--- src/rtl/freq_meter_if.sv ---
// Port bundle for freq_meter: measured input, run control, and the registered results.
// count_valid / period_valid are single-cycle strobes with no back-pressure: the consumer must
// capture edge_count / period on the cycle its strobe is high, and the data holds until the next strobe.
interface freq_meter_if #(
  parameter int CNT_W = 16
);
  logic             sig_in;
  logic             enable;
  logic [CNT_W-1:0] edge_count;
  logic             count_valid;
  logic             overflow;
  logic [CNT_W-1:0] period;
  logic             period_valid;
  logic             busy;
  logic             state;

  modport master (
    output sig_in, enable,
    input  edge_count, count_valid, overflow, period, period_valid, busy, state
  );

  modport slave (
    input  sig_in, enable,
    output edge_count, count_valid, overflow, period, period_valid, busy, state
  );
endinterface

--- src/rtl/freq_meter.sv ---
// Gated rising-edge counter plus edge-to-edge period meter for a divided clock sampled
// as data in the clk_in domain. state is exported on the bus for observation.
module freq_meter #(
  parameter int GATE_CYCLES = 1000,
  parameter int CNT_W       = 16,
  parameter int SYNC_STAGES = 2
) (
  input logic         clk_in,
  input logic         reset_n,
  freq_meter_if.slave bus
);
  localparam int               GW        = $clog2(GATE_CYCLES);
  localparam logic [GW-1:0]    GATE_LAST = GW'(GATE_CYCLES - 1);
  localparam logic [CNT_W-1:0] CNT_MAX   = {CNT_W{1'b1}};
  localparam logic [0:0]       IDLE      = 1'b0;
  localparam logic [0:0]       GATE      = 1'b1;

  logic [SYNC_STAGES-1:0] sync_q;
  logic                   prev_q;
  logic                   rise;
  logic [CNT_W-1:0]       rise_w;

  logic [0:0]             state_q;
  logic [GW-1:0]          gate_cnt_q;
  logic [CNT_W-1:0]       edge_acc_q;
  logic                   sat_q;
  logic [CNT_W-1:0]       edge_count_q;
  logic                   overflow_q;
  logic                   count_valid_q;

  logic [CNT_W-1:0]       per_cnt_q;
  logic                   first_q;
  logic [CNT_W-1:0]       period_q;
  logic                   period_valid_q;

  logic                   acc_full;
  logic                   per_full;
  logic                   window_end;

  assign rise       = sync_q[SYNC_STAGES-1] & ~prev_q;
  assign rise_w     = {{(CNT_W-1){1'b0}}, rise};
  assign acc_full   = (edge_acc_q == CNT_MAX);
  assign per_full   = (per_cnt_q == CNT_MAX);
  assign window_end = (state_q == GATE) && (gate_cnt_q == GATE_LAST);

  // Synchronizer and edge detector run in every state.
  always_ff @(posedge clk_in) begin
    if (!reset_n) begin
      sync_q <= '0;
      prev_q <= 1'b0;
    end else begin
      sync_q <= {sync_q[SYNC_STAGES-2:0], bus.sig_in};
      prev_q <= sync_q[SYNC_STAGES-1];
    end
  end

  always_ff @(posedge clk_in) begin
    if (!reset_n) begin
      state_q       <= IDLE;
      gate_cnt_q    <= '0;
      edge_acc_q    <= '0;
      sat_q         <= 1'b0;
      edge_count_q  <= '0;
      overflow_q    <= 1'b0;
      count_valid_q <= 1'b0;
    end else begin
      count_valid_q <= 1'b0;
      case (state_q)
        GATE: begin
          if (window_end) begin
            // The last-cycle rise belongs to this window, so fold it in here.
            edge_count_q  <= acc_full ? CNT_MAX : edge_acc_q + rise_w;
            overflow_q    <= sat_q | (rise & acc_full);
            count_valid_q <= 1'b1;
            gate_cnt_q    <= '0;
            edge_acc_q    <= '0;
            sat_q         <= 1'b0;
            if (!bus.enable) state_q <= IDLE;
          end else if (!bus.enable) begin
            state_q    <= IDLE;
            gate_cnt_q <= '0;
            edge_acc_q <= '0;
            sat_q      <= 1'b0;
          end else begin
            gate_cnt_q <= gate_cnt_q + GW'(1);
            if (rise) begin
              if (acc_full) sat_q <= 1'b1;
              else          edge_acc_q <= edge_acc_q + rise_w;
            end
          end
        end
        default: begin
          gate_cnt_q <= '0;
          edge_acc_q <= '0;
          sat_q      <= 1'b0;
          if (bus.enable) state_q <= GATE;
        end
      endcase
    end
  end

  // Period path ignores the gate; it only needs enable to stay high between two rises.
  always_ff @(posedge clk_in) begin
    if (!reset_n) begin
      per_cnt_q      <= '0;
      first_q        <= 1'b0;
      period_q       <= '0;
      period_valid_q <= 1'b0;
    end else begin
      period_valid_q <= 1'b0;
      if (!bus.enable) begin
        per_cnt_q <= '0;
        first_q   <= 1'b0;
      end else if (rise) begin
        if (first_q) begin
          period_q       <= per_full ? CNT_MAX : per_cnt_q + {{(CNT_W-1){1'b0}}, 1'b1};
          period_valid_q <= 1'b1;
        end
        per_cnt_q <= '0;
        first_q   <= 1'b1;
      end else if (!per_full) begin
        per_cnt_q <= per_cnt_q + {{(CNT_W-1){1'b0}}, 1'b1};
      end
    end
  end

  assign bus.edge_count   = edge_count_q;
  assign bus.count_valid  = count_valid_q;
  assign bus.overflow     = overflow_q;
  assign bus.period       = period_q;
  assign bus.period_valid = period_valid_q;
  assign bus.busy         = (state_q == GATE);
  assign bus.state        = state_q[0];
endmodule

--- src/flat_wrapper.sv ---
// flat-port wrapper written by rule: the top's interface ports become plain ports
module freq_meter_flat 
#(
  parameter int GATE_CYCLES = 1000,
  parameter int CNT_W       = 16,
  parameter int SYNC_STAGES = 2
)
  (clk_in, reset_n, bus_sig_in, bus_enable, bus_edge_count, bus_count_valid, bus_overflow, bus_period, bus_period_valid, bus_busy, bus_state);
  freq_meter_if #(.CNT_W(CNT_W)) bus_i ();
  input logic clk_in;
  input logic reset_n;
  input wire logic [$bits(bus_i.sig_in)-1:0] bus_sig_in;
  input wire logic [$bits(bus_i.enable)-1:0] bus_enable;
  output wire logic [$bits(bus_i.edge_count)-1:0] bus_edge_count;
  output wire logic [$bits(bus_i.count_valid)-1:0] bus_count_valid;
  output wire logic [$bits(bus_i.overflow)-1:0] bus_overflow;
  output wire logic [$bits(bus_i.period)-1:0] bus_period;
  output wire logic [$bits(bus_i.period_valid)-1:0] bus_period_valid;
  output wire logic [$bits(bus_i.busy)-1:0] bus_busy;
  output wire logic [$bits(bus_i.state)-1:0] bus_state;
  assign bus_i.sig_in = bus_sig_in;
  assign bus_i.enable = bus_enable;
  assign bus_edge_count = bus_i.edge_count;
  assign bus_count_valid = bus_i.count_valid;
  assign bus_overflow = bus_i.overflow;
  assign bus_period = bus_i.period;
  assign bus_period_valid = bus_i.period_valid;
  assign bus_busy = bus_i.busy;
  assign bus_state = bus_i.state;
  freq_meter #(.GATE_CYCLES(GATE_CYCLES), .CNT_W(CNT_W), .SYNC_STAGES(SYNC_STAGES)) u_core (.clk_in(clk_in), .reset_n(reset_n), .bus(bus_i));
endmodule
--- config.mk ---
export PLATFORM = sky130hd
export DESIGN_NAME = freq_meter_flat
export DESIGN_NICKNAME = d
export VERILOG_FILES = /design/src/rtl/freq_meter_if.sv /design/src/rtl/freq_meter.sv /design/src/flat_wrapper.sv
export SDC_FILE = /design/constraint.sdc
export NUM_CORES = 1
export LEC_CHECK = 0
export CORE_AREA = 3 3 94 96
export CTS_BUF_LIST = sky130_fd_sc_hd__clkbuf_4 sky130_fd_sc_hd__clkbuf_8
export CTS_CLUSTER_DIAMETER = 200
export DETAILED_ROUTE_END_ITERATION = 7
export DIE_AREA = 0 0 97 99
export GPL_TIMING_DRIVEN = 0
export PLACE_DENSITY = 0.66
export SYNTH_ARGS = -nofsm -noshare
export SYNTH_HDL_FRONTEND = slang
export SYNTH_SLANG_ARGS = --single-unit
export TNS_END_PERCENT = 10
--- constraint.sdc ---
create_clock -name clk_in -period 4.3 [get_ports clk_in]
set_input_delay 0.645 -clock clk_in [delete_from_list [all_inputs] [get_ports clk_in]]
set_output_delay 0.645 -clock clk_in [all_outputs]
set_load 0.05 [all_outputs]
## Yosys cells after proc, flatten, opt, wreduce, memory -nomap -nowiden

Index checks and enable logic that the tools add are counted.

| storage, ports and cells | value |
|---|---|
| word-level logic and storage cells | 42 |
| flip-flop bits (word level) | 83 |
| bits of input ports | 4 |
| output and inout port bits | 37 |

| operators by class | value |
|---|---|
| reduce and logical (&&, ||, !) cells | 10 |
| mux-type cells | 5 |
| bitwise gates (word level) | 8 |
| $add $sub $neg | 3 |
| equal/unequal tests | 3 |

Operators by type and width:

| cell | number |
|---|---|
| 16-bit == test (second input constant) | 2 |
| 16-bit two-way mux | 2 |
| 16-bit by 1-bit adder with 16-bit output | 1 |
| 16-bit by 1-bit adder with 16-bit output (second input constant) | 1 |
| 10-bit by 1-bit adder with 10-bit output (second input constant) | 1 |
| 10-bit == test (second input constant) | 1 |
| 2-bit AND reduction | 5 |
| 3-bit AND reduction | 2 |
| 1-bit NOT | 5 |
| 4-bit OR reduction | 1 |
| 1-bit two-way mux | 3 |
| 3-bit OR reduction | 1 |
| 1-bit bitwise AND | 2 |
| 1-bit logical AND | 1 |
| 1-bit OR | 1 |

## Logic depth before layout (Yosys ltp)

Gate-level depths: netlist of the first run.

| logic depth | value |
|---|---|
| word-level depth | 4 |
| mapped depth | 9 |
| mapped depth without buffers | 8 |

## Worst setup path after synthesis of the first run

No wires, ideal clock.

| path | value |
|---|---|
| kind | register to register |
| from | register u_core.prev_q |
| to | register u_core.edge_acc_q[10] |
| data required time | 4.241 ns |
| setup slack | 2.281 ns |
| period minus slack after synthesis | 2.019 ns |
| stages on the path, launching flop included | 10 |
| arrival time | 1.960 ns |
| path through | dfxtp_1 nand2b_1 inv_2 ha_1 ha_1 and2_1 clkbuf_1 nand3_1 or4_1 nand2_1 |

| on the way | value |
|---|---|
| word-level cells in the longest chain between the ends | 3 |

RTL lines:

| element | RTL line | text |
|---|---|---|
| start, declared | freq_meter.sv:19 | `logic prev_q;` |
| start signal, assigned | freq_meter.sv:53 | `prev_q <= sync_q[SYNC_STAGES-1];` |
| 1-bit NOT (*) | freq_meter.sv:40 | `assign rise = sync_q[SYNC_STAGES-1] & ~prev_q;` |
| 1-bit bitwise AND (*) | freq_meter.sv:40 |  |
| via u_core.rise | freq_meter.sv:20 | `logic rise;` |
| 16-bit by 1-bit adder with 16-bit output / 2-bit AND reduction (equally long branches) | - |  |
| end signal, assigned | freq_meter.sv:88 | `else edge_acc_q <= edge_acc_q + rise_w;` |
| end, declared | freq_meter.sv:25 | `logic [CNT_W-1:0] edge_acc_q;` |

Mark *: on every way through the listed nets, which the timed path passes. The rest lies on a longest branch.
A chain may end at the register's enable or synchronous reset.

## Worst setup path in the final report of the first run

| path | value |
|---|---|
| from | register u_core.state_q, in the netlist u_core.bus.busy |
| to | output port bus_state |

RTL lines:

| element | RTL line | text |
|---|---|---|
| start, declared | freq_meter.sv:23 | `logic [0:0] state_q;` |
| start signal, assigned | freq_meter.sv:59 | `state_q <= IDLE;` |
| start signal, assigned | freq_meter.sv:78 | `if (!bus.enable) state_q <= IDLE;` |
| start signal, assigned | freq_meter.sv:80 | `state_q <= IDLE;` |
| end, declared | flat_wrapper.sv:20 | `output wire logic [$bits(bus_i.state)-1:0] bus_state;` |

No word-level cell between the ends.

==> out/metrics.yaml, run 1 <==
setup_path:
  startpoint: "u_core.bus.busy"
  r2r-start: "u_core.prev_q"
  rr_worst_depth: 9
  arrival_ps: 1710
  worstSetupEndpointType: "primary output"
  cp-start-kind: "flip-flop"
  cp_max_fo: 6
  worstPathRequired_ps: 3650
  path_class: "flip-flop to primary output"
yosys:
  synth_seq_cells: 83
  yosys-top-cells-area: "dfxtp_1 46%, a21oi_1 6.0%, o21ai_0 3.7%, xor2_1 3.4%, xnor2_1 3.1%"
  synthAdderAreaFrac_pct: 1.718
  yosysTopAreaCell: "dfxtp_1"
  synth-xor-area-share_pct: 6.493
  synth_top_area_share_pct: 45.62
  ys_seq_area_share_pct: 45.62
  synth_top_family_by_area: "simple AND/OR/NAND/NOR gates"
  yosys_most_used_dff: "dfxtp_1"
  syn_area_per_cell_um2: 8.993
  yosys.area_share.simple_pct: 21.95
  synthMuxAreaShare_pct: 0.5496
  synth_edf_count: 0
  synthCells: 405
  synth_compound_area_share_pct: 19.75
  ys_async_sr_fraction_pct: 0
  yosysUniqueCellTypes: 52
  ys_warn_count: 0
  synth_nets: 414
  synth_area_um2: 3642
placement:
  placed_area_um2: 4164
  io_buffers: 39
  hpwl_mm: 6.210
  globalplace.congestion: 0.8243
  dp_slack_ps: 2005
timing:
  min_period_ps: 2352
  fin_crit_sh_pct: 54.70
  hold_violations: 0
  finalMaxSlewViolations: 0
  finalWorstSetupSlack_ps: 1948
  fmax_mhz: 425.2
  hold_ws_ps: 448.3
  setup_viol: 0
  setup_tns_ps: 0
  worstMarginPinSlew_ps: 638.3
  relSlewSlack_pct: 57.25
  finClkSkew_ps: 5.275
  rsz0062_at_grt: "false"
floorplanning:
  coreArea_um2: 8134
  die_area_um2: 9603
  start_util_pct: 44.78
  num_rows: 33
  fp.dieH_um: 99
  die_w_um: 97
  boundaryPins: 41
clock_tree:
  cts_hold_buf: 0
  post_cts_buffers: 0
  clock_latency_ps: 350
  cts_root_buf: "clkbuf_8"
  numClockSinks: 83
  clk_pin_slew_worst_paths_ps: 80
  cts_tree: "built"
  clockBufferDepth: 2
  cts_resized: 0
  cts-htree-levels: 3
  cts_buffers: 9
min_path:
  min_path_type: "flip-flop to flip-flop"
  hold_start: "u_core.gate_cnt_q[0]"
  min_path_cells: 1
cells_and_area:
  drive_gt1_share_pct: 8.478
  syn_to_final_growth_pct: 21.16
  antenna_cells: 0
  final_cell_mix: "83 x dfxtp_1, 44 x a21oi_1, 39 x clkdlybuf4s50_1"
  final_common_cell: "dfxtp_1"
  fin_area_um2: 4413
  fin_nets: 464
  fillers: 773
global_route:
  antenna_found_initial: 0
  grt_pass1_vias: 2892
  grt_overflow: 0
  grt_util_all_layers_pct: 18.59
  grt_max_degree: 15
  grt_pass1_wl_mm: 14.41
power_and_ir_drop:
  finalPower_w: 0.001497
  p_leak_nw: 1.533
  p_per_area_nw_per_um2: 339.2
  ir_drop_mv: 0.2018
flow_run:
  cap_violations: 0
status:
  status: "finished, final reports clean"
route:
  post_drt_wl_per_cell_um: 15.34
  wl_mm: 8.666
  postRouteAntennaNets: 0
  drt-initial-drc-count: 232
  drcViolationCount: 0
  vias_per_cell: 5.581
  vias: 3153
  drt-pass1-iter-count: 4
where the power goes:
group	switching (W)	internal [W]	leakage [nW]
sequential	0.00000270	0.000771	0.669
clock	0.000283	0.000403	0.123
combinational	0.0000258	0.0000122	0.741
total	0.000311	0.00119	1.53
stage by stage:
stage,util [%],instances
finish,54.25,565
global route,54.25,565
CTS,54.25,565
detailed placement,51.19,549
global placement,51.19,549
floorplan,-,405
cell usage after synthesis (all sizes together) (3+ instances only):
library cell,count
inv,6
nand4,15
nand2,19
and3,10
o31ai,4
a31oi,5
nand3,16
nor2,27
xnor2,13
and4,4
dfxtp,83
nor3,14
a21oi,46
clkbuf,12
o21a,3
or3,11
buf,11
a211oi,4
o21ai,41
ha,5
nor4,4
or4,4
xor2,14
o211ai,5
a31o,4
and2,8
logic make-up (layout without fill, tap and decap cells):
family          count (synthesis)  count (layout)
xor+xnor                       27              27
compound gates                120             120
simple gates                  139             139
fa+ha+maj                       5               5
flops                          83              83
buf+inv                        29              84
mux                             2               2
final cells by class:
type                            count  area [um^2]  share of cell area, %
Inverter                            6        22.52                 0.5103
Multi-Input combinational cell    293         1838                  41.65
Sequential cell                    83         1662                  37.65
Timing Repair Buffer               39        390.4                  8.846
Tap cell                          105        131.4                  2.977
Buffer                             23        120.1                  2.722
Clock inverter                      6        111.4                  2.523
Clock buffer                       10        137.6                  3.119
registers in the layout (all words and copies together) (netlist names):
name / flops
u_core.sync_q: 2
u_core.bus.edge_count: 16
u_core.prev_q: 1
u_core.first_q: 1
u_core.bus.busy: 1
u_core.bus.overflow: 1
u_core.bus.period_valid: 1
u_core.bus.period: 16
u_core.edge_acc_q: 16
u_core.sat_q: 1
u_core.gate_cnt_q: 10
u_core.bus.count_valid: 1
u_core.per_cnt_q: 16
critical path, stage by stage (launching register included):
cell and delay [ps]:
dfxtp_1 430, buf_4 140, clkdlybuf4s50_1 790
final timing paths:
kind / end / slack, ps
hold / removal: u_core.gate_cnt_q[0] / 450
hold reg to reg: u_core.gate_cnt_q[0] / 450
setup / recovery: bus_state / 1950
setup reg to reg: u_core.edge_acc_q[10] / 1990
per-layer routing:
layer | vias up | track usage (%) | part of all wire (%)
li1 | 1585 | - | -
met1 | 1480 | 27.08 | 51
met2 | 78 | 27.55 | 43
met3 | 10 | 4.034 | 4.3
met4 | 0 | 5.616 | 1.2
met5 | - | 0 | 0
Note: power is estimated with default switching activity, not from simulation.
==> run 2: changes to the inputs <==
Clock period 4.3 ns to 2.18 ns, I/O delays scaled along.
==> run 2 against run 1 <==
Net effect: first-iteration DRC count increased by 4.7%; clock-buffer cell count unchanged; worst setup slack got worse by 1900 ps; global-route usage unchanged; clock skew about the same; utilization increased by 0.14 points; flip-flop and latch count unchanged; clock power increased by 97%; sequential power increased by 98%; final area increased by 0.26%.
==> out/metrics.yaml, run 2 (synthesized netlist as in run 1, its figures left out) <==
clock_tree:
  post_cts_buffers: 0  # unchanged
  clockBufferDepth: 2  # unchanged
  cts_tree: "built"
  clk_pin_slew_worst_paths_ps: 80  # about the same
  cts_hold_buf: 0  # unchanged
  cts-htree-levels: 3  # unchanged
  clock_latency_ps: 350  # about the same
  cts_root_buf: "clkbuf_8"
  cts_buffers: 9  # unchanged
  numClockSinks: 83  # unchanged
setup_path:
  cp-start-kind: "flip-flop"
  path_class: "flip-flop to flip-flop"
  arrival_ps: 2330  # +620 ps
  cp_max_fo: 8  # +2
  critPathSlowestCell: "o311ai_0"
  worstSetupEndpointType: "flip-flop"
  worstPathRequired_ps: 2410  # -1240 ps
  critical-path-top-delay-family: "compound AO/OA/AOI/OAI gates"
  slowest_delay_ps: 500  # -290 ps
  cp_cell_sequence: "ha_1, and3_1, clkbuf_1, nand3_1, o311ai_0, a21oi_1"
  path_buf_inv: 1  # -1
global_route:
  antenna_found_initial: 0  # unchanged
  grt_util_all_layers_pct: 18.59  # unchanged
  grt_pass1_vias: 2892  # unchanged
  grt_pass1_wl_mm: 14.41  # unchanged
  grt_overflow: 0  # unchanged
  grt_max_degree: 15  # unchanged
min_path:
  min_path_type: "input pin to flip-flop"
cells_and_area:
  fillers: 775  # +0.26%
  seqCellArea_um2: 1662  # unchanged
  syn_to_final_growth_pct: 21.47
  final_common_cell: "dfxtp_1"
  antenna_cells: 0  # unchanged
  final_cells: 564  # -0.18%
  final_cell_mix: "83 x dfxtp_1, 44 x a21oi_1, 39 x clkdlybuf4s50_1"
  fin_area_um2: 4424  # +0.26%
  drive_gt1_share_pct: 9.586  # +1.1 points
  fin_nets: 463  # -0.22%
  multi_input_comb_area_um2: 1848  # +0.54%
placement:
  placed_area_um2: 4164  # unchanged
  globalplace.congestion: 0.8243  # unchanged
  dp.cells: 549  # unchanged
  hpwl_mm: 6.210  # unchanged
  io_buffers: 39  # unchanged
timing:
  fmax_mhz: 476.0
  fin_crit_sh_pct: 96.38
  rsz0062_at_grt: "true"
  setup_tns_ps: 0  # unchanged
  hold_violations: 0  # unchanged
  relSlewSlack_pct: 58.52  # +1.3 points
  min_period_ps: 2101
  finalMaxSlewViolations: 0  # unchanged
  hold_ws_ps: 422.7  # -25.54 ps
  setup_viol: 0  # unchanged
  finClkSkew_ps: 5.594  # +0.3190 ps
  worstMarginPinSlew_ps: 619.4  # -18.94 ps
power_and_ir_drop:
  p_leak_nw: 1.537  # +0.29%
  ir_drop_mv: 0.3966  # +97%
  switchingPower_w: 0.0006121  # +97%
  power_frac_clock_pct: 45.7  # about the same
  p_per_area_nw_per_um2: 667.1  # +97%
  switching_share_pct: 20.74  # -0.047 points
  intPower_w: 0.002339  # +97%
  power_frac_seq_pct: 51.7  # about the same
  combPwrFrac_pct: 2.6  # about the same
floorplanning:
  fp.dieH_um: 99  # unchanged
  start_util_pct: 44.78  # unchanged
  die_w_um: 97  # unchanged
  boundaryPins: 41  # unchanged
  die_area_um2: 9603  # unchanged
  num_rows: 33  # unchanged
  coreArea_um2: 8134  # unchanged
status:
  status: "finished, final reports clean"
route:
  drcViolationCount: 0  # unchanged
  post_drt_wl_per_cell_um: 15.38  # +0.29%
  drt-initial-drc-count: 243  # +4.7%
  vias_per_cell: 5.606  # +0.46%
  drt-pass1-iter-count: 4  # unchanged
  vias: 3162  # +0.29%
  postRouteAntennaNets: 0  # unchanged
  wl_mm: 8.676  # +0.12%
flow_run:
  cap_violations: 0  # unchanged
## run 2: cell count changes in the layout (fill, tap and decap cells not counted)
cell	change
and2_1	-1
and2_4	+1
buf_1	-2
clkbuf_1	-1
clkbuf_2	+2
inv_2	-1
inv_4	+1
nor2_1	-1
nor2_2	+1
nor3_1	-1
nor3_2	+1
## run 2: path summary, 6_finish.rpt
| kind | start | to | slack (ps) | cells past startpoint |
|---|---|---|---|---|
| setup / recovery | u_core.per_cnt_q[0] | u_core.bus.period[14] | 80 | 6 |
| hold / removal | reset_n | u_core.bus.count_valid | 420 | 3 |
| setup reg to reg | u_core.per_cnt_q[0] | u_core.bus.period[14] | 80 | 6 |
| hold reg to reg | u_core.gate_cnt_q[0] | u_core.gate_cnt_q[0] | 450 | 1 |
## run 2: metrics by stage
stage	power [W]	utilization [%]	worst slack [ps]
global route	0.003049	54.39	-29.03
finish	0.002951	54.39	78.94
detailed placement	0.001637	51.19	-110.8
CTS	0.002993	54.22	62.91
global placement	0.001637	51.19	-73.15
floorplan	0.001609	-	160.7
## run 2: tightest hold or removal path: cells and delay by family
kind	cells	cell delay (ps)
buffers and inverters	1	220
and+or+nand+nor	2	190
## run 2: cell type report
class                   count  area share [%]
flip-flops and latches     83           37.56
repair buffers             39           8.824
clock buffers              10           3.111
plain buffers              22           2.687
well taps                 105           2.969
clock inverters             6           2.517
multi-input cells         293           41.77
inverters                   6          0.5656
## run 2: repair_timing
| action | CTS | global route |
|---|---|---|
| resized for setup | 1 | 6 |
| endpoints found under the setup margin | 6 | 31 |
| pin swaps | 0 | 0 |
## run 2: layer usage
metal  up-vias  track usage, %  routed length (um)
met5         -               0                   0
met4         0           5.616                 102
met3        10           4.034                 387
met2        69           27.55                3791
met1      1503           27.08                4395
li1       1580               -                   -
## run 2: power by group through the flow
stage | combinational [W] | sequential, W | clock, W
detailed placement | 0.0000753 | 0.00156 | 0
global placement | 0.0000751 | 0.00156 | 0
CTS | 0.0000757 | 0.00153 | 0.00139
finish | 0.0000755 | 0.00153 | 0.00135
floorplan | 0.0000427 | 0.00157 | 0
global route | 0.0000820 | 0.00153 | 0.00144
